--- src/rtl/hex_dbg_if.sv ---
`default_nettype none
// ============================================================================
// Module   : hex_dbg_if
// Brief    : Capture bus for hex_debug_display (channel words, strobes, freeze)
// Revision : 1.0 - initial release
// ============================================================================
interface hex_dbg_if #(
    parameter int N_CH   = 4,
    parameter int DATA_W = 32
);
    logic [N_CH*DATA_W-1:0] ch_data;
    logic [N_CH-1:0]        ch_valid;
    logic                   freeze;

    modport master (output ch_data, ch_valid, freeze);
    modport slave  (input  ch_data, ch_valid, freeze);
endinterface
`default_nettype wire

--- src/rtl/hex_debug_display.sv ---
`default_nettype none
// ============================================================================
// Module   : hex_debug_display
// Brief    : Multi-channel debug word capture shown as hex on 7-segment digits.
//            Optional macro HEX_DBG_LEADING_BLANK_EN enables leading-zero blanking.
// Revision : 1.0 - initial release
// ============================================================================
module hex_debug_display #(
    parameter int N_CH         = 4,
    parameter int DATA_W       = 32,
    parameter int N_DIGITS     = 8,
    parameter int DEBOUNCE_CYC = 500000,
    parameter int BLINK_CYC    = 5000000
) (
    input  logic                                      clk,
    input  logic                                      rst,
    hex_dbg_if.slave                                  cap_bus,
    input  logic                                      key_next,
    output logic [N_DIGITS*7-1:0]                     hex_out,
    output logic [((N_CH > 1) ? $clog2(N_CH) : 1)-1:0] cur_ch,
    output logic                                      upd_led
);
    localparam int c_SEL_W = (N_CH > 1) ? $clog2(N_CH) : 1;
    localparam int c_NIB   = DATA_W / 4;
    localparam int c_DB_W  = (DEBOUNCE_CYC > 2) ? $clog2(DEBOUNCE_CYC) : 1;
    localparam int c_BL_W  = (BLINK_CYC > 2) ? $clog2(BLINK_CYC) : 1;

    function automatic logic [6:0] f_seg(input logic [3:0] nib);
        logic [6:0] seg;
        case (nib)
            4'h0: seg = 7'h40;  4'h1: seg = 7'h79;  4'h2: seg = 7'h24;  4'h3: seg = 7'h30;
            4'h4: seg = 7'h19;  4'h5: seg = 7'h12;  4'h6: seg = 7'h02;  4'h7: seg = 7'h78;
            4'h8: seg = 7'h00;  4'h9: seg = 7'h10;  4'hA: seg = 7'h08;  4'hB: seg = 7'h03;
            4'hC: seg = 7'h46;  4'hD: seg = 7'h21;  4'hE: seg = 7'h06;  default: seg = 7'h0E;
        endcase
        return seg;
    endfunction

    // Display contents for an all-zero selected word.
    function automatic logic [N_DIGITS*7-1:0] f_rst_hex();
        logic [N_DIGITS*7-1:0] v;
        v = '1;
        for (int d = 0; d < N_DIGITS; d++) begin
`ifdef HEX_DBG_LEADING_BLANK_EN
            if (d == 0 && c_NIB > 0) v[d*7 +: 7] = 7'h40;
`else
            if (d < c_NIB) v[d*7 +: 7] = 7'h40;
`endif
        end
        return v;
    endfunction

    localparam logic [N_DIGITS*7-1:0] c_HEX_RST = f_rst_hex();

    logic [DATA_W-1:0]     r_cap [N_CH];
    logic                  r_key_s1, r_key_s2, r_key_db, r_press;
    logic [c_DB_W-1:0]     r_db_cnt;
    logic [c_BL_W-1:0]     r_blink_cnt;
    logic                  w_sel_cap;
    logic [DATA_W-1:0]     w_sel;
    logic [N_DIGITS*7-1:0] w_hex;

    always_ff @(posedge clk or negedge rst) begin
        if (!rst) begin
            for (int k = 0; k < N_CH; k++) r_cap[k] <= '0;
        end else if (!cap_bus.freeze) begin
            for (int k = 0; k < N_CH; k++)
                if (cap_bus.ch_valid[k]) r_cap[k] <= cap_bus.ch_data[k*DATA_W +: DATA_W];
        end
    end

    // The counter only runs while the synced key disagrees with the accepted level.
    always_ff @(posedge clk or negedge rst) begin
        if (!rst) begin
            r_key_s1 <= 1'b1;
            r_key_s2 <= 1'b1;
            r_key_db <= 1'b1;
            r_db_cnt <= '0;
            r_press  <= 1'b0;
        end else begin
            r_key_s1 <= key_next;
            r_key_s2 <= r_key_s1;
            r_press  <= 1'b0;
            if (r_key_s2 == r_key_db) begin
                r_db_cnt <= '0;
            end else if (r_db_cnt == c_DB_W'(DEBOUNCE_CYC - 1)) begin
                r_key_db <= r_key_s2;
                r_db_cnt <= '0;
                r_press  <= ~r_key_s2;
            end else begin
                r_db_cnt <= r_db_cnt + c_DB_W'(1);
            end
        end
    end

    always_ff @(posedge clk or negedge rst) begin
        if (!rst)
            cur_ch <= '0;
        else if (r_press)
            cur_ch <= (cur_ch == c_SEL_W'(N_CH - 1)) ? '0 : cur_ch + c_SEL_W'(1);
    end

    assign w_sel_cap = cap_bus.ch_valid[cur_ch] && !cap_bus.freeze;

    always_ff @(posedge clk or negedge rst) begin
        if (!rst) begin
            r_blink_cnt <= '0;
            upd_led     <= 1'b0;
        end else if (w_sel_cap) begin
            r_blink_cnt <= c_BL_W'(BLINK_CYC - 1);
            upd_led     <= 1'b1;
        end else begin
            upd_led <= (r_blink_cnt != '0);
            if (r_blink_cnt != '0) r_blink_cnt <= r_blink_cnt - c_BL_W'(1);
        end
    end

    assign w_sel = r_cap[cur_ch];

    generate
        for (genvar d = 0; d < N_DIGITS; d++) begin : g_digit
            if (d < c_NIB) begin : g_shown
                logic [3:0] w_nib;
                assign w_nib = w_sel[d*4 +: 4];
`ifdef HEX_DBG_LEADING_BLANK_EN
                if (d == 0) begin : g_lsd
                    assign w_hex[d*7 +: 7] = f_seg(w_nib);
                end else begin : g_upper
                    logic w_hi_zero;
                    assign w_hi_zero = ~|w_sel[DATA_W-1:d*4];
                    assign w_hex[d*7 +: 7] = w_hi_zero ? 7'h7F : f_seg(w_nib);
                end
`else
                assign w_hex[d*7 +: 7] = f_seg(w_nib);
`endif
            end else begin : g_blank
                assign w_hex[d*7 +: 7] = 7'h7F;
            end
        end
    endgenerate

    always_ff @(posedge clk or negedge rst) begin
        if (!rst) hex_out <= c_HEX_RST;
        else      hex_out <= w_hex;
    end
endmodule
`default_nettype wire

--- src/flat_wrapper.sv ---
// flat-port wrapper written by rule: the top's interface ports become plain ports
module hex_debug_display_flat 
#(
    parameter int N_CH         = 4,
    parameter int DATA_W       = 32,
    parameter int N_DIGITS     = 8,
    parameter int DEBOUNCE_CYC = 500000,
    parameter int BLINK_CYC    = 5000000
)
  (clk, rst, key_next, hex_out, cur_ch, upd_led, cap_bus_ch_data, cap_bus_ch_valid, cap_bus_freeze);
  hex_dbg_if #(.N_CH(N_CH), .DATA_W(DATA_W)) cap_bus_i ();
  input  logic clk;
  input  logic rst;
  input  logic key_next;
  output logic [N_DIGITS*7-1:0] hex_out;
  output logic [((N_CH > 1) ? $clog2(N_CH) : 1)-1:0] cur_ch;
  output logic upd_led;
  input wire logic [$bits(cap_bus_i.ch_data)-1:0] cap_bus_ch_data;
  input wire logic [$bits(cap_bus_i.ch_valid)-1:0] cap_bus_ch_valid;
  input wire logic [$bits(cap_bus_i.freeze)-1:0] cap_bus_freeze;
  assign cap_bus_i.ch_data = cap_bus_ch_data;
  assign cap_bus_i.ch_valid = cap_bus_ch_valid;
  assign cap_bus_i.freeze = cap_bus_freeze;
  hex_debug_display #(.N_CH(N_CH), .DATA_W(DATA_W), .N_DIGITS(N_DIGITS), .DEBOUNCE_CYC(DEBOUNCE_CYC), .BLINK_CYC(BLINK_CYC)) u_core (.clk(clk), .rst(rst), .cap_bus(cap_bus_i), .key_next(key_next), .hex_out(hex_out), .cur_ch(cur_ch), .upd_led(upd_led));
endmodule
--- config.mk ---
export PLATFORM = sky130hd
export DESIGN_NAME = hex_debug_display_flat
export DESIGN_NICKNAME = d
export VERILOG_FILES = /design/src/rtl/hex_dbg_if.sv /design/src/rtl/hex_debug_display.sv /design/src/flat_wrapper.sv
export SDC_FILE = /design/constraint.sdc
export NUM_CORES = 1
export LEC_CHECK = 0
export CAP_MARGIN = 15
export CORE_MARGIN = 2
export CORE_UTILIZATION = 54
export CTS_CLUSTER_SIZE = 20
export DETAILED_ROUTE_END_ITERATION = 8
export PLACE_DENSITY = 0.81
export SKIP_CTS_REPAIR_TIMING = 1
export SYNTH_ARGS = -nofsm -noshare
export SYNTH_HDL_FRONTEND = slang
export SYNTH_SLANG_ARGS = --single-unit
--- constraint.sdc ---
create_clock -name clk -period 3.05 [get_ports clk]
set_clock_uncertainty 0.1 [all_clocks]
set_input_delay 0.4575 -clock clk [delete_from_list [all_inputs] [get_ports clk]]
set_output_delay 0.4575 -clock clk [all_outputs]
set_load 0.03 [all_outputs]
# Word-level counts from Yosys, hierarchy flattened
# Memory sizes are Yosys's and may differ from the RTL's. A register that Yosys moved wholly into a read port is not among the register bits.
# Index checks and enable logic that the tools add are counted.
[op_classes]
add_sub_neg = 3
magnitude_cmp = 2
n_eq_ne = 3
muxes = 13
bitwise = 4
reduce_logical = 17
[op_table]
columns = ["op", "n"]
rows = [
  ["$bmux 32 s2", 1],
  ["$mux 32", 2],
  ["$mux 23", 2],
  ["$mux 19", 2],
  ["$reduce_bool 23->1", 1],
  ["$sub 23x1->23 const B", 1],
  ["$add 19x1->19 const B", 1],
  ["$eq 19x19->1 const B", 1],
  ["$reduce_and 2->1", 5],
  ["$logic_not 1->1", 9],
  ["$mux 1", 4],
  ["$ge 3x3->1 const B", 1],
  ["$lt 2x3->1 const B", 1],
  ["$not 1->1", 3],
  ["$not 2->3", 1],
  ["$add 2x1->2 const B", 1],
  ["$bmux 1 s2", 1],
  ["$eq 2x2->1 const B", 1],
  ["$mux 2", 1],
  ["$reduce_bool 2->1", 1],
  ["$eq 1x1->1", 1],
  ["$logic_and 1x1->1", 1],
]
[totals]
regBits = 177
mem_bits_ro = 896
input_bits = 136
out_inout_bits = 59
elab_cells = 62
mem_count = 8
[mem_list]
columns = ["memory", "words", "word_bits", "rd", "rd_ports_with_merged_regs", "write_ports", "line", "rtl"]
rows = [
  ["(name not given)", 16, 7, 1, 1, 0, "hex_debug_display.sv:30", "case (nib)"],
  ["(name not given)", 16, 7, 1, 1, 0, "hex_debug_display.sv:30", ""],
  ["(name not given)", 16, 7, 1, 1, 0, "hex_debug_display.sv:30", ""],
  ["(name not given)", 16, 7, 1, 1, 0, "hex_debug_display.sv:30", ""],
  ["(name not given)", 16, 7, 1, 1, 0, "hex_debug_display.sv:30", ""],
  ["(name not given)", 16, 7, 1, 1, 0, "hex_debug_display.sv:30", ""],
  ["2 more memories", "-", "-", "-", "-", "-", "-", ""],
]

# Longest topological paths before layout
[depth]
word_depth = 4
depth_mapped = 9
mapped_depth_nobuf = 6

# Least setup slack after synthesis
# No wires, ideal clock.
[synth_timing]
path_kind = "flip-flop to flip-flop"
startpoint = "register u_core.cur_ch[0] (netlist bit)"
endpoint = "register u_core.hex_out[3]"
arrival_ns = 2.399
path_slack_ns = 0.413
path_stages_with_launch = 9
n_path_buf = 3
cell_sequence = "dfrtp_1 -> buf_4 -> buf_6 -> buf_6 -> mux4_2 -> inv_1 -> ha_1 -> inv_1 -> mux4_2"
[synth_between]
elab_chain_len = 4
[synth_rtl]
columns = ["element", "line", "rtl"]
rows = [
  ["from (decl)", "hex_debug_display.sv:20", "output logic [((N_CH > 1) ? $clog2(N_CH) : 1)-1:0] cur_ch,"],
  ["from (signal assigned)", "hex_debug_display.sv:100", "cur_ch <= (cur_ch == c_SEL_W'(N_CH - 1)) ? '0 : cur_ch + c_SEL_W'(1);"],
  ["$not 2->3 (implied by the code)", "hex_debug_display.sv:118", "assign w_sel = r_cap[cur_ch];"],
  ["$bmux 32 s2", "hex_debug_display.sv:118", ""],
  ["$mux 32 (implied by the code) (2 in series)", "hex_debug_display.sv:118", ""],
  ["to (decl)", "hex_debug_display.sv:19", "output logic [N_DIGITS*7-1:0] hex_out,"],
]
# No other way between the ends. The select of a mux whose other input is x is not followed.
# A chain may end at the register's enable or synchronous reset.

# Worst setup path in the final report
[layout_timing]
startpoint = "register u_core.cur_ch[1] (netlist bit)"
endpoint = "output cur_ch[1] (netlist bit)"
[layout_lines]
columns = ["element", "line", "rtl"]
rows = [
  ["to (decl)", "flat_wrapper.sv:16", "output logic [((N_CH > 1) ? $clog2(N_CH) : 1)-1:0] cur_ch;"],
]
# No word-level cell between the ends.

==> summary.md <==
| Metric | Value |
|---|---|
| Largest family of logic cells by synthesized area | `multiplexers` |
| Crit-path max FO | `13` |
| Die ar. | `roughly 0.022 sq mm` |
| Final ANT Viol Nets | `0` |
| Synth-to-Final Area Change | `28.0%` |
| Most common cell after layout, fill and taps aside | `dfrtp_1` |
| Clock Tree Buf Depth | `3` |
| Synth Area in Simple Gates | `under 10%` |
| Main synth FF type | `dfrtp_1` |
| DP Area | `0.0137 sq mm` |
| Critical path class | `reg2out` |
| Tcrit/Tclk final | `88.4%` |
| Worst r2r dst | `u_core.hex_out[3]$_DFF_PN0_` |
| Seq/Total Area, Yosys | `slightly above 50%` |
| Final wirelength | `26.5 mm` |
| Gr usage total | `approximately a quarter` |
| Critical R2R Launch | `u_core.cur_ch[0]$_DFFE_PN0P_` |
| Cell variety after synth | `54` |
| Pin count of the biggest net entering global routing | `66` |
| Final setup violation count | `0` |
| Clock Latency Late Sink | `0.51 ns` |
| Root buffer cell | `clkbuf_16` |
| Critical Path Source | `u_core.cur_ch[1]$_DFFE_PN0P_` |
| Residual DRC | `0` |
| Die H | `149 microns` |
| Post-Synth Adder-Cell Area | `~5.6%` |
| Fin. Hold Viols | `0` |
| Min-Delay Path Class | `reg2reg` |
| Crit path to | `cur_ch[1]` |
| Worst vdd ir | `0.000406 V` |
| Port Buf Inserts | `slightly below 200` |
| Fmax | `371 MHz` |
| CTS tree | `done` |
| H-tree depth | `1` |
| Worst reg-to-reg path cell count | `6` |
| Via count | `7834` |
| Io pins | `195` |
| Critical path capture point type | `primary output` |
| CTS clk-pin slew, worst paths | `roughly 0.06 ns` |
| Drt via density | `between 5 and 6` |
| Setup TNS | `0 ns` |
| Post-synthesis mux area share | `22.1%` |
| Synth Area in Compound Gates | `7.66%` |
| Slew margin rel. | `between 30% and 40%` |
| Syn avg cell area | `12.8 sq um` |
| Post-DR wirelength/cell | `just under 20 microns` |
| Seq cells post-synth | `233` |
| Yosys warns | `0` |
| Measured slew at the worst slew-check pin | `0.928 ns` |
| Synthesized Nets | `1073` |
| Initial antenna violation count | `3` |
| First-pass GRT wire length | `42.3 mm` |
| Clock sinks | `233` |
| Synthesized instance count | `886` |
| Die X | `149 microns` |
| Required time worst endpoint | `between 2 and 2.5 ns` |
| Vias in the first global route | `8193` |
| Asr flop ratio synth | `100%` |
| Status | `finished, final reports clean` |
| Max-Cap Viols | `0` |
| P_leak | `5.90 nW` |
| RSZ-0062 raised after global routing | `false` |
| Reg2reg setup slack | `0.59 ns` |
| Core Area | `0.0208 sq mm` |
| DP HPWL | `about 18 mm` |
| Pwr/cell area | `619 mW/mm^2` |
| CTS Buf Count | `25` |
| Most frequent cells in the layout | `dfrtp_1, clkdlybuf4s50_1, mux2_2` |
| Post-synth EDFFs | `0` |
| Initial Util | `54.5%` |
| TritonRoute pass-1 iters | `4` |
| Crit path DAT | `2.14 ns` |
| Post-Synth XOR/XNOR Area | `1.08%` |
| GRT overflow | `0` |
| Share of cells above drive strength 1 | `23.5%` |
| Iteration-0 DRC Markers | `336` |
| Final instance area | `0.0145 sq mm` |
| Slew Limit Fails | `0` |
| RePlAce Congestion | `0.829` |
| Period minus WS final | `2.70 ns` |
| Cell area after synthesis | `0.0113 sq mm` |
| Cell row count | `53` |
| Critical Path Start Type | `flip-flop` |
| Layout Nets | `1269` |
## where the power goes
part	total, mW	switching (mW)	leakage (nW)	internal (mW)
Sequential	3.79	0.223	2.79	3.56
Combinational	2.18	1.11	2.71	1.07
Clock	3.02	1.20	0.404	1.82
## worst min path at each step
stage / from / endpoint / slack [ns] / depth (start not counted)
2_1_floorplan: rst / u_core.cur_ch[0]$_DFFE_PN0P_ / 0.06 / 0
3_3_place_gp: u_core.r_key_s1$_DFF_PN1_ / u_core.r_key_s2$_DFF_PN1_ / 0.25 / 0
3_5_place_dp: u_core.r_key_s1$_DFF_PN1_ / u_core.r_key_s2$_DFF_PN1_ / 0.25 / 0
4_1_cts: rst / u_core.r_blink_cnt[13]$_DFFE_PN0P_ / -0.20 / 1
5_1_grt: key_next / u_core.r_key_s1$_DFF_PN1_ / 0.26 / 1
6_report: u_core.r_key_s1$_DFF_PN1_ / u_core.r_key_s2$_DFF_PN1_ / 0.26 / 0
## synthesized netlist by cell type, types with 11 or more instances
cell type | n | share of area [%]
nand2_1 | 42 | 1.4
mux4_2 | 34 | 6.8
xnor2_1 | 12 | 0.93
and2_1 | 13 | 0.72
nor2b_1 | 20 | 1.1
o21a_1 | 21 | 1.4
dfstp_2 | 11 | 2.5
or3_1 | 11 | 0.61
a21oi_1 | 23 | 1.0
nand3_1 | 19 | 0.84
dfrtp_1 | 222 | 49
ha_1 | 51 | 5.6
o31ai_1 | 11 | 0.73
o21ai_0 | 31 | 1.4
nor2_1 | 34 | 1.1
mux2_2 | 147 | 15
buf_1 | 12 | 0.40
inv_1 | 31 | 1.0
clkbuf_1 | 13 | 0.43
nand2b_1 | 12 | 0.66
buf_2 | 11 | 0.49
## kinds of logic (layout without fill, tap and decap cells)
family	after synthesis	in the layout
multiplexers	190	190
flip-flops	233	233
AND/OR/NAND/NOR	198	198
other	0	2
XOR/XNOR	14	14
adder cells (fa/ha/maj)	51	51
buffers and inverters	71	285
AO/OA/AOI/OAI	129	129
## per-layer routing
layer	part of all wire [%]	GRT usage (%)	wire length, microns	up-vias
li1	-	-	-	3608
met1	42	31.4	11000	3978
met2	51	42.0	13600	193
met3	4.5	4.10	1180	53
met4	2.5	7.00	675	2
met5	0.049	0	13	-
## sequential cells by signal, summed over array words and instances, names as in the netlist
register	cells
u_core.r_db_cnt	19
u_core.r_key_s1	1
u_core.r_blink_cnt	23
u_core.cur_ch	2
u_core.r_key_s2	1
u_core.upd_led	1
u_core.hex_out	56
u_core.r_press	1
u_core.r_key_db	1
u_core.r_cap	128
## metrics by stage
| stage | utilization [%] | total power, mW | hold WS (ns) | worst slack, ns | std cells |
|---|---|---|---|---|---|
| finish | 69.7 | 8.99 | 0.256 | 0.354 | 1377 |
| global route | 69.7 | 9.39 | 0.262 | 0.272 | 1376 |
| CTS | 69.6 | 9.07 | -0.200 | 0.332 | 1374 |
| detailed placement | 65.7 | 6.01 | 0.249 | 0.576 | 1329 |
| global placement | 65.7 | 5.94 | 0.247 | 0.635 | 1329 |
| floorplan | - | 5.10 | 0.0619 | 0.413 | 886 |
## area by class of cell
class                      count  area, sq um
multi-input combinational    582         5220
inverter                      31          116
antenna                        2         5.00
tap                          275          344
sequential                   233         5850
timing repair buffer         209         2160
fill                        1478         6300
clock inverter                 7         87.6
clock buffer                  38          734
## worst max-delay path: stages (launching register included)
cell,delay [ns]
dfrtp_2,0.59
buf_4,0.30
clkdlybuf4s50_1,0.73
Power figures use the tool's default switching activity.
